===== src/rtl/hazard_fwd_scoreboard.sv =====
// Hazard/forwarding scoreboard for the 5-stage core: owns EX/MEM/WB destination tracking.
// Optional performance counters are built only when HAZ_PERF_EN is defined.
module hazard_fwd_scoreboard #(
    parameter int NREG    = 8,
    parameter int AW      = $clog2(NREG),
    parameter int NSRC    = 2,
    parameter int R0_ZERO = 1
) (
    input  logic                 clk,
    input  logic                 reset,
    input  logic                 i_id_valid,
    input  logic [NSRC*AW-1:0]   i_id_rs,
    input  logic [NSRC-1:0]      i_id_src_used,
    input  logic [AW-1:0]        i_id_rd,
    input  logic                 i_id_regwrite,
    input  logic                 i_id_is_load,
    input  logic                 i_flush,
    input  logic                 i_mem_stall,
    input  logic                 i_perf_clr,
    output logic                 o_stall,
    output logic [2*NSRC-1:0]    o_fwd_sel,
    output logic [NSRC-1:0]      o_id_wb_byp,
    output logic [AW-1:0]        o_ex_rd,
    output logic [AW-1:0]        o_mem_rd,
    output logic [AW-1:0]        o_wb_rd,
    output logic                 o_wb_regwrite,
    output logic [15:0]          o_perf_stall_cnt,
    output logic [15:0]          o_perf_fwd_cnt
);

    logic                r_ex_valid, r_ex_regwrite, r_ex_is_load;
    logic [AW-1:0]       r_ex_rd;
    logic [NSRC*AW-1:0]  r_ex_rs;
    logic [NSRC-1:0]     r_ex_src_used;
    logic                r_mem_valid, r_mem_regwrite, r_mem_is_load;
    logic [AW-1:0]       r_mem_rd;
    logic                r_wb_valid, r_wb_regwrite, r_wb_is_load;
    logic [AW-1:0]       r_wb_rd;

    logic                w_load_hit;
    logic                w_lu_stall;
    logic [NSRC-1:0]     w_mem_hit;
    logic [NSRC-1:0]     w_wb_hit;

    function automatic logic f_match(input logic used, input logic valid, input logic regwrite,
                                     input logic [AW-1:0] rd, input logic [AW-1:0] rs);
        return used && valid && regwrite && (rd == rs) && !((R0_ZERO != 0) && (rs == '0));
    endfunction

    always_comb begin
        w_load_hit  = 1'b0;
        w_mem_hit   = '0;
        w_wb_hit    = '0;
        o_fwd_sel   = '0;
        o_id_wb_byp = '0;
        for (int i = 0; i < NSRC; i++) begin
            w_load_hit = w_load_hit | f_match(i_id_src_used[i], r_ex_valid,
                                              r_ex_regwrite & r_ex_is_load,
                                              r_ex_rd, i_id_rs[i*AW +: AW]);
            w_mem_hit[i] = r_ex_valid & f_match(r_ex_src_used[i], r_mem_valid, r_mem_regwrite,
                                                r_mem_rd, r_ex_rs[i*AW +: AW]);
            w_wb_hit[i]  = r_ex_valid & f_match(r_ex_src_used[i], r_wb_valid, r_wb_regwrite,
                                                r_wb_rd, r_ex_rs[i*AW +: AW]);
            // A load in MEM has no data yet, so it never wins the EX/MEM path
            if (w_mem_hit[i] && !r_mem_is_load)
                o_fwd_sel[2*i +: 2] = 2'b01;
            else if (w_wb_hit[i])
                o_fwd_sel[2*i +: 2] = 2'b10;
            o_id_wb_byp[i] = i_id_valid & f_match(i_id_src_used[i], r_wb_valid, r_wb_regwrite,
                                                  r_wb_rd, i_id_rs[i*AW +: AW]);
        end
        w_lu_stall = i_id_valid & ~i_flush & w_load_hit;
        o_stall    = i_mem_stall | w_lu_stall;
    end

    always_ff @(posedge clk or posedge reset) begin
        if (reset) begin
            r_ex_valid     <= 1'b0;
            r_ex_regwrite  <= 1'b0;
            r_ex_is_load   <= 1'b0;
            r_ex_rd        <= '0;
            r_ex_rs        <= '0;
            r_ex_src_used  <= '0;
            r_mem_valid    <= 1'b0;
            r_mem_regwrite <= 1'b0;
            r_mem_is_load  <= 1'b0;
            r_mem_rd       <= '0;
            r_wb_valid     <= 1'b0;
            r_wb_regwrite  <= 1'b0;
            r_wb_is_load   <= 1'b0;
            r_wb_rd        <= '0;
        end else if (!i_mem_stall) begin
            r_mem_valid    <= r_ex_valid;
            r_mem_regwrite <= r_ex_regwrite;
            r_mem_is_load  <= r_ex_is_load;
            r_mem_rd       <= r_ex_rd;
            r_wb_valid     <= r_mem_valid;
            r_wb_regwrite  <= r_mem_regwrite;
            r_wb_is_load   <= r_mem_is_load;
            r_wb_rd        <= r_mem_rd;
            // Bubbles are fully zeroed so tracked rd outputs read 0 for empty slots
            if (w_lu_stall || i_flush || !i_id_valid) begin
                r_ex_valid    <= 1'b0;
                r_ex_regwrite <= 1'b0;
                r_ex_is_load  <= 1'b0;
                r_ex_rd       <= '0;
                r_ex_rs       <= '0;
                r_ex_src_used <= '0;
            end else begin
                r_ex_valid    <= 1'b1;
                r_ex_regwrite <= i_id_regwrite;
                r_ex_is_load  <= i_id_is_load;
                r_ex_rd       <= i_id_rd;
                r_ex_rs       <= i_id_rs;
                r_ex_src_used <= i_id_src_used;
            end
        end
    end

    assign o_ex_rd       = r_ex_rd;
    assign o_mem_rd      = r_mem_rd;
    assign o_wb_rd       = r_wb_rd;
    assign o_wb_regwrite = r_wb_valid & r_wb_regwrite;

`ifdef HAZ_PERF_EN
    logic [15:0] r_perf_stall_cnt;
    logic [15:0] r_perf_fwd_cnt;
    logic        w_unused;

    always_ff @(posedge clk or posedge reset) begin
        if (reset) begin
            r_perf_stall_cnt <= '0;
            r_perf_fwd_cnt   <= '0;
        end else if (i_perf_clr) begin
            r_perf_stall_cnt <= '0;
            r_perf_fwd_cnt   <= '0;
        end else begin
            if (o_stall && (r_perf_stall_cnt != 16'hFFFF))
                r_perf_stall_cnt <= r_perf_stall_cnt + 16'd1;
            if ((|o_fwd_sel) && !i_mem_stall && (r_perf_fwd_cnt != 16'hFFFF))
                r_perf_fwd_cnt <= r_perf_fwd_cnt + 16'd1;
        end
    end

    assign o_perf_stall_cnt = r_perf_stall_cnt;
    assign o_perf_fwd_cnt   = r_perf_fwd_cnt;
    assign w_unused         = r_wb_is_load;
`else
    logic w_unused;

    assign o_perf_stall_cnt = '0;
    assign o_perf_fwd_cnt   = '0;
    assign w_unused         = r_wb_is_load ^ i_perf_clr;
`endif

endmodule


===== config.mk =====
export PLATFORM = sky130hd
export DESIGN_NAME = hazard_fwd_scoreboard
export DESIGN_NICKNAME = d
export VERILOG_FILES = /design/src/rtl/hazard_fwd_scoreboard.sv
export SDC_FILE = /design/constraint.sdc
export NUM_CORES = 1
export LEC_CHECK = 0
export BUFFER_PORTS_ARGS = -buffer_cell sky130_fd_sc_hd__buf_2
export CAP_MARGIN = 20
export CELL_PAD_IN_SITES_DETAIL_PLACEMENT = 1
export CELL_PAD_IN_SITES_GLOBAL_PLACEMENT = 1
export CORE_MARGIN = 3
export CORE_UTILIZATION = 30
export CTS_BUF_LIST = sky130_fd_sc_hd__clkbuf_8
export DETAILED_ROUTE_END_ITERATION = 16
export PLACE_DENSITY_LB_ADDON = 0.05
export SLEW_MARGIN = 20
export SYNTH_ARGS = -nofsm -noshare
export SYNTH_HDL_FRONTEND = slang
export SYNTH_SLANG_ARGS = --single-unit

===== constraint.sdc =====
create_clock -name clk -period 1.7 [get_ports clk]
set_clock_uncertainty 0.1 [all_clocks]
set_input_delay 0.255 -clock clk [delete_from_list [all_inputs] [get_ports clk]]
set_output_delay 0.255 -clock clk [all_outputs]
set_load 0.05 [all_outputs]

* Yosys cells after proc, flatten, opt, wreduce, memory -nomap -nowiden
Cells that the tools add are included.
W data, S select, Z words.
** Storage, ports and cells
- Memories :: 0
- Output and inout port bits :: 49
- ROM bits :: 0
- Bits in latches :: 0
- Logic and storage cells :: 90
- Memory bits (writable) :: 0
- Bits in registers :: 25
** Cells by class
- Multipliers :: 0
- Eq/ne operators :: 8
- $add $sub $neg :: 0
- Muxes and demuxes :: 10
- Magnitude comparators :: 0
- Divide/modulo/power cells :: 0
- Bitwise gates (word level) :: 13
- Reduce and logical (&&, ||, !) cells :: 46
- Shift operators :: 0
** Operators by type and width (count)
- $logic_and A1 B1 Y1 :: 34
- $eq A3 B3 Y1 :: 8
- $logic_not A3 Y1 :: 4
- $and A1 B1 Y1 :: 10
- $mux W2 :: 5
- $logic_not A1 Y1 :: 6
- $mux W6 :: 1
- $mux W1 :: 3
- $mux W3 :: 1
- $logic_or A1 B1 Y1 :: 2
- $or A1 B1 Y1 :: 2
- $not A1 Y1 :: 1

* Longest topological paths before layout
Gate-level depths: netlist (run 1).
- Word-level depth :: 9
- Depth in mapped cells :: 6
- Mapped depth without buffers :: 5

* Worst setup path after synthesis (run 1)
Ideal clock, no wire load.
- Kind :: register -> output
- Start point :: reg r_mem_rd[2], in the netlist o_mem_rd[2]
- End point :: out o_fwd_sel[1]
- Path buffers :: 0
- Arrival :: 3.161 ns
- Setup slack :: -1.816 ns
- Required time :: 1.345 ns
- Stages on the path, launching flop included :: 5
- Path through :: dfrtp_1 -> xnor2_1 -> nand2_1 -> nor4_1 -> nor3_1
** Between the ends
- Longest elaborated chain between the ends :: 6
** RTL lines
- start, declared :: RTL line 36 : logic [AW-1:0] r_mem_rd;
- start signal, assigned :: RTL line 96 : r_mem_rd <= r_ex_rd;
- $eq A3 B3 Y1 :: RTL line 47 : return used && valid && regwrite && (rd == rs) && !((R0_ZERO != 0) && (rs == '0));
- $logic_and A1 B1 Y1 (2 in series) :: RTL line 47
- $and A1 B1 Y1 :: RTL line 60 : w_mem_hit[i] = r_ex_valid & f_match(r_ex_src_used[i], r_mem_valid, r_mem_regwrite,
- $logic_and A1 B1 Y1 :: RTL line 65 : if (w_mem_hit[i] && !r_mem_is_load)
- $mux W2 :: RTL line 65
- end, declared :: RTL line 21 : output logic [2*NSRC-1:0] o_fwd_sel,
No other way between the ends.

* Worst setup path after layout (run 1)
- Start point :: reg r_ex_rd[0], in the netlist o_ex_rd[0]
- End point :: out o_stall
** Between the ends
- Longest elaborated chain between the ends :: 6
** RTL lines
- start, declared :: RTL line 32 : logic [AW-1:0] r_ex_rd;
- start signal, assigned :: RTL line 113 : r_ex_rd <= i_id_rd;
- $eq A3 B3 Y1 :: RTL line 47
- $logic_and A1 B1 Y1 (2 in series) :: RTL line 47
- $or A1 B1 Y1 (*) :: RTL line 57 : w_load_hit = w_load_hit | f_match(i_id_src_used[i], r_ex_valid,
- $and A1 B1 Y1 (*) :: RTL line 72 : w_lu_stall = i_id_valid & ~i_flush & w_load_hit;
- $or A1 B1 Y1 (*) :: RTL line 73 : o_stall = i_mem_stall | w_lu_stall;
- end, declared :: RTL line 20 : output logic o_stall,
Every way passes the cells marked *; elsewhere a longest branch is shown, timed or not.

==> parameters.txt, run 1 <==
Parameter                              Value

GRT
  Antenna violations before repair    0
  Gr usage total    0.152
  Vias in the first global route    1432
  GR Overflow Total    0
  Largest net degree at the start of global routing    26
  Global-route wire length before repair    7330 um

Synth
  Async SR Flop Fraction    1.00
  Count of unique library cells instantiated by Yosys    29
  Post-synthesis instance area    1640 sq um
  Commonest cells in the synthesized netlist    buf_4, dfrtp_1, nand2_1, o31ai_1, inv_1
  Commonest register cell after synthesis    dfrtp_1
  Yosys Warn Count    0
  Sequential-to-total area share from yosys stat    0.382
  EDFF count, synth    0
  Share of Yosys cell area claimed by the top area cell type    0.382
  Synth area leader    dfrtp_1
  Top area cells in the synthesized netlist    dfrtp_1, buf_4, mux2_2
  Most repeated cell in the gate-level netlist after synthesis    buf_4
  Mean post-synth cell area    9.37 sq um
  Cell count after synthesis    175
  Flops & latches, synth    25

Finish
  Share of final-layout standard cells stronger than drive strength 1    0.534
  P&R area growth vs syn    47.9%
  End-of-flow core utilization    0.466
  Nets@finish    267
  Antenna fix cells    0
  Number of filler instances in the final layout    616

Power and ir drop
  Maximum vdd drop    0.000286 V
  Power per Cell Area    683 nW/um^2
  LEAKAGE    1.17 nW

Routing
  Detailed-router iteration count before antenna repair    3
  Routed wire length    4720 um
  Via count    1392
  DRC    0
  Routed wire length per instance    14.9 um
  Drt first-iter violations    24
  Via count normalized by instance count    4.39
  Number of nets still failing antenna checks after routing    0

Critical path
  Element type at the critical path start    flop
  Worst Path Class, Setup    flop to output pin
  Crit path launch    o_ex_rd[0]
  CP Data Required Time    1.34 ns
  Startpoint of the worst-slack reg-to-reg timing path    o_ex_rd[0]
  Worst reg2reg path depth    7
  Largest driver fanout on the critical path    2
  Data arrival, critical path    1.72 ns
  Capturing element type of the critical path    output pin

Floorplan
  Width of the chip    79.9 um
  Starting Density    0.315
  Die Area    6390 sq um
  Die Y-Extent    79.9 um
  Total number of placement rows    26
  I/O pin cnt    68
  Core Region    5200 sq um

CTS
  H-tree levels    1
  Clock tree from TritonCTS    yes
  Register clock-pin slew on the reported worst setup and hold paths    0.08 ns
  Total CTS buffers    3
  Worst-Skew Late Latency    0.26 ns
  Sinks on Clock Net    25
  Clock root buffer    clkbuf_8
  Clock tree buffer depth    2

Placed design
  Global placement routability congestion    0.767
  I/O Buffers    34
  Final HPWL DP    3540 um
  Place WS    -0.187 ns

Min path
  Worst hold path depth    3
  Type of the tightest min-delay check    input port to flop
  Hold path startpoint    i_id_rd[0]

Flow run
  Max-capacitance violation count    0

Outcome
  Outcome    finished with violations
  Failing checks    negative setup slack

Timing
  Unrepaired setup endpoints after global routing    yes
  Ratio of final minimum period to clock period    1.22
  Final setup violation count    21
  Final period demand of the worst path    2.07 ns
  Hold slack final    0.117 ns
  Post-route setup slack    -0.371 ns
  Setup tns final    -5.10 ns
  Final-report max-slew violation count    0
  Maximum clock frequency    483 MHz
  Count of endpoints failing hold in the final timing report    0
==> critical path, cell delays in order, from the launching register on <==
cell and delay (ns):
dfrtp_2 0.42, xor2_1 0.15, or4_4 0.49, o21ai_2 0.14, a21o_4 0.13, buf_8 0.13
==> cell type report <==
cell class / count / area (sq um) / share of cell area
Clock buffer: 3 / 41.3 / 0.0170
Clock inverter: 1 / 3.75 / 0.00155
Inverter: 14 / 52.6 / 0.0217
Multi-Input combinational cell: 127 / 1020 / 0.422
Sequential cell: 25 / 641 / 0.264
Tap cell: 70 / 87.6 / 0.0361
Timing Repair Buffer: 77 / 576 / 0.237
==> sequential cells by signal, indices dropped and copies added (netlist names) <==
name / cells
o_ex_rd: 3
o_mem_rd: 3
o_wb_rd: 3
r_ex_is_load: 1
r_ex_regwrite: 1
r_ex_rs: 6
r_ex_src_used: 2
r_ex_valid: 1
r_mem_is_load: 1
r_mem_regwrite: 1
r_mem_valid: 1
r_wb_regwrite: 1
r_wb_valid: 1
==> layout by cell type, fill, tap and decap left out, types with 4 or more instances in the layout <==
cell,count
xor2_1,5
dfrtp_2,12
inv_1,15
xnor2_1,4
nor4_4,4
buf_6,8
o31ai_1,13
xnor2_2,9
nand2_1,18
buf_2,27
buf_4,38
conb_1,32
dfrtp_1,13
mux2_2,11
==> through the flow <==
stage,total power [W],instances,area (sq um)
after floorplan,0.00117,206,1920
after global placement,0.00123,298,2100
after detailed placement,0.00125,298,2100
after CTS,0.00164,314,2330
after global routing,0.00175,317,2420
final,0.00166,317,2420
==> report_power, final <==
part	internal, W	switching, W	total [W]
Clock	0.000161	0.000183	0.000344
Combinational	0.000211	0.000395	0.000606
Sequential	0.000641	0.0000642	0.000705
==> path summary, 6_finish.rpt <==
check / endpoint / slack (ns)
setup / recovery: o_stall / -0.37
hold / removal: o_ex_rd[0] / 0.12
setup reg to reg: o_ex_rd[1] / -0.28
hold reg to reg: r_mem_is_load / 0.41
max in group asynchronous: o_ex_rd[2] / 0.74
min in group asynchronous: o_wb_rd[2] / 0.49
==> cells by family after synthesis <==
group | synth area share
buffers and inverters | 0.202
and+or+nand+nor | 0.116
AOI/OAI and AO/OA | 0.116
DFF | 0.382
xor gates and xnor gates | 0.107
muxes | 0.0756
other | 0.00229
==> per-layer routing <==
layer	vias up	global-route usage	share of wire
met4	0	0.0591	0.018
li1	662	-	-
met5	-	0	0
met1	669	0.191	0.42
met2	55	0.257	0.51
met3	6	0.0237	0.056
==> timing repair <==
action,in CTS,in global routing
hold endpoints to repair,25,0
pin swaps,12,6
hold buffers,1,0
buffers inserted,11,3
resized for setup,24,11
endpoints found under the setup margin,21,21
Power figures use the tool's default switching activity.
==> run 2: changes to the inputs <==
CORE_UTILIZATION = 33   (was 30)
==> parameters.txt, run 2 (synthesis results as in run 1) <==
Parameter                              Value

GRT
  Gr usage total    0.158 (+0.00624)
  Largest net degree at the start of global routing    26 (unchanged)
  Antenna violations before repair    0 (unchanged)
  Global-route wire length before repair    7280 um (-0.66%)
  GR Overflow Total    0 (unchanged)
  Vias in the first global route    1530 (+6.8%)

CTS
  Total CTS buffers    3 (unchanged)
  H-tree levels    1 (unchanged)
  Clock tree buffer depth    2 (unchanged)
  Register clock-pin slew on the reported worst setup and hold paths    0.09 ns (about the same)
  Clock tree from TritonCTS    yes
  Sinks on Clock Net    25 (unchanged)
  Worst-Skew Late Latency    0.26 ns (about the same)
  Clock root buffer    clkbuf_8

Timing
  Final period demand of the worst path    2.09 ns (+0.0163 ns)
  Final setup violation count    21 (unchanged)
  Hold slack final    0.128 ns (+0.0109 ns)
  Final-report max-slew violation count    0 (unchanged)
  Ratio of final minimum period to clock period    1.23 (+0.00957)
  Unrepaired setup endpoints after global routing    yes
  Maximum clock frequency    479 MHz (-0.78%)
  Count of endpoints failing hold in the final timing report    0 (unchanged)
  Post-route setup slack    -0.388 ns (-0.0163 ns)
  Setup tns final    -5.67 ns (-0.568 ns)

Routing
  Via count normalized by instance count    4.46 (+1.5%)
  Via count    1382 (-0.72%)
  Drt first-iter violations    28 (+17%)
  Number of nets still failing antenna checks after routing    0 (unchanged)
  Routed wire length    4500 um (-4.6%)
  Detailed-router iteration count before antenna repair    4 (+1)
  DRC    0 (unchanged)
  Routed wire length per instance    14.5 um (-2.5%)

Floorplan
  Width of the chip    76.5 um (-4.3%)
  Total number of placement rows    25 (-3.8%)
  Die Y-Extent    76.5 um (-4.3%)
  Die Area    5850 sq um (-8.4%)
  Starting Density    0.345 (+0.0298)
  Core Region    4750 sq um (-8.7%)
  I/O pin cnt    68 (unchanged)

Critical path
  CP Data Required Time    1.34 ns (about the same)
  Worst Path Class, Setup    flop to output pin
  Largest driver fanout on the critical path    2 (unchanged)
  Data arrival, critical path    1.73 ns (about the same)
  Slowest CP cell    or4_4
  Element type at the critical path start    flop
  Critical path cell sequence    xor2_1 > or4_4 > o21ai_2 > a21o_4 > buf_8
  Capturing element type of the critical path    output pin
  CP peak stage delay    0.49 ns (about the same)
  Startpoint of the worst-slack reg-to-reg timing path    o_ex_rd[0]
  Crit path launch    o_ex_rd[0]

Finish
  Share of final-layout standard cells stronger than drive strength 1    0.519 (-0.0159)
  Most frequent cells in the layout    conb_1, buf_4, buf_2
  Number of flip-flops in the largest register    6 (unchanged)
  Final Instance Area    2410 sq um (-0.62%)
  P&R area growth vs syn    47.0%
  Register ranked first by flip-flop count    r_ex_rs
  Multi-input gate area    1000 sq um (-1.8%)
  End-of-flow core utilization    0.507 (+0.0410)
  Nets@finish    263 (-1.5%)
  Antenna fix cells    0 (unchanged)
  Reg area    639 sq um (-0.20%)
  Most common library cell in the layout ignoring fill and taps    conb_1
  Number of filler instances in the final layout    568 (-7.8%)

Placed design
  I/O Buffers    34 (unchanged)
  Final HPWL DP    3310 um (-6.7%)
  Cell area reported after detailed placement    2070 sq um (-1.6%)
  Global placement routability congestion    0.724 (-5.7%)

Outcome
  Outcome    finished with violations
  Failing checks    negative setup slack

Min path
  Type of the tightest min-delay check    input port to flop
  Hold path startpoint    i_id_regwrite

Power and ir drop
  Internal power    0.00101 W (-0.68%)
  Combinational Power Share    0.360 (-0.006)
  Switching power of the nets    0.000640 W (-0.37%)
  Power per Cell Area    683 nW/um^2 (about the same)
  Final total power    0.00165 W (-0.56%)
  LEAKAGE    1.16 nW (-1.1%)
  Switching share of power    0.389 (+0.000741)
  Maximum vdd drop    0.000318 V (+11%)
  Clock network fraction of design power    0.211 (+0.003)
  Sequential share of power    0.429 (+0.003)

Flow run
  Max-capacitance violation count    0 (unchanged)
## run 2: cell types whose count changed in the layout (fill, tap and decap cells not counted), moves of 2 or more
| cell | change |
|---|---|
| buf_4 | -10 |
| xnor2_2 | -2 |
| buf_6 | +5 |
| xnor2_1 | +2 |
## run 2: what timing repair did
action | in CTS | in global routing
setup endpoints to repair | 20 | 21
resized for setup | 26 | 12
hold buffers | 1 | 0
gates cloned | 1 | 0
hold endpoints to repair | 25 | 0
pin swaps | 9 | 4
setup buffers | 13 | 2
## run 2: final cells by class
class	instances	share of cell area
tap	67	0.0348
clock buffer	3	0.0171
multi-input combinational	127	0.417
inverter	14	0.0218
sequential	25	0.265
clock inverter	1	0.00156
timing repair buffer	73	0.242
## run 2: stage by stage
step,setup WS [ns],cells
2_1_floorplan,-0.273,206
3_3_place_gp,-0.197,291
3_5_place_dp,-0.204,291
4_1_cts,-0.394,309
5_1_grt,-0.443,310
6_report,-0.388,310
## run 2: worst max-delay path, delay by kind of cell, from the launching register on
family,cells,cell delay (ns)
flip-flops,1,0.42
XOR/XNOR,1,0.14
AND/OR/NAND/NOR,1,0.49
buffers and inverters,1,0.14
AO/OA/AOI/OAI,2,0.28
## run 2: routing by layer
metal  global-route usage  share of wire
met3               0.0154          0.040
met4               0.0543          0.011
met1                0.190           0.42
met5                    0              0
met2                0.291           0.53
## run 2: power by group through the flow
| stage | sequential (W) | clock (W) | combinational [W] |
|---|---|---|---|
| 6_report | 0.000707 | 0.000347 | 0.000593 |
| 5_1_grt | 0.000714 | 0.000383 | 0.000633 |
| 4_1_cts | 0.000702 | 0.000363 | 0.000580 |
| 3_5_place_dp | 0.000716 | 0 | 0.000520 |
| 3_3_place_gp | 0.000712 | 0 | 0.000509 |
| 2_1_floorplan | 0.000747 | 0 | 0.000418 |
## run 2: final timing paths
| path | depth (start not counted) | slack (ns) | endpoint |
|---|---|---|---|
| worst max-delay path | 5 | -0.39 | o_stall |
| worst min-delay path | 3 | 0.13 | r_ex_regwrite |
| worst max register to register | 8 | -0.32 | r_ex_rs[3] |
| worst min register to register | 1 | 0.41 | r_mem_is_load |
| max in group asynchronous | 4 | 0.75 | o_mem_rd[1] |
| min in group asynchronous | 4 | 0.48 | o_mem_rd[0] |
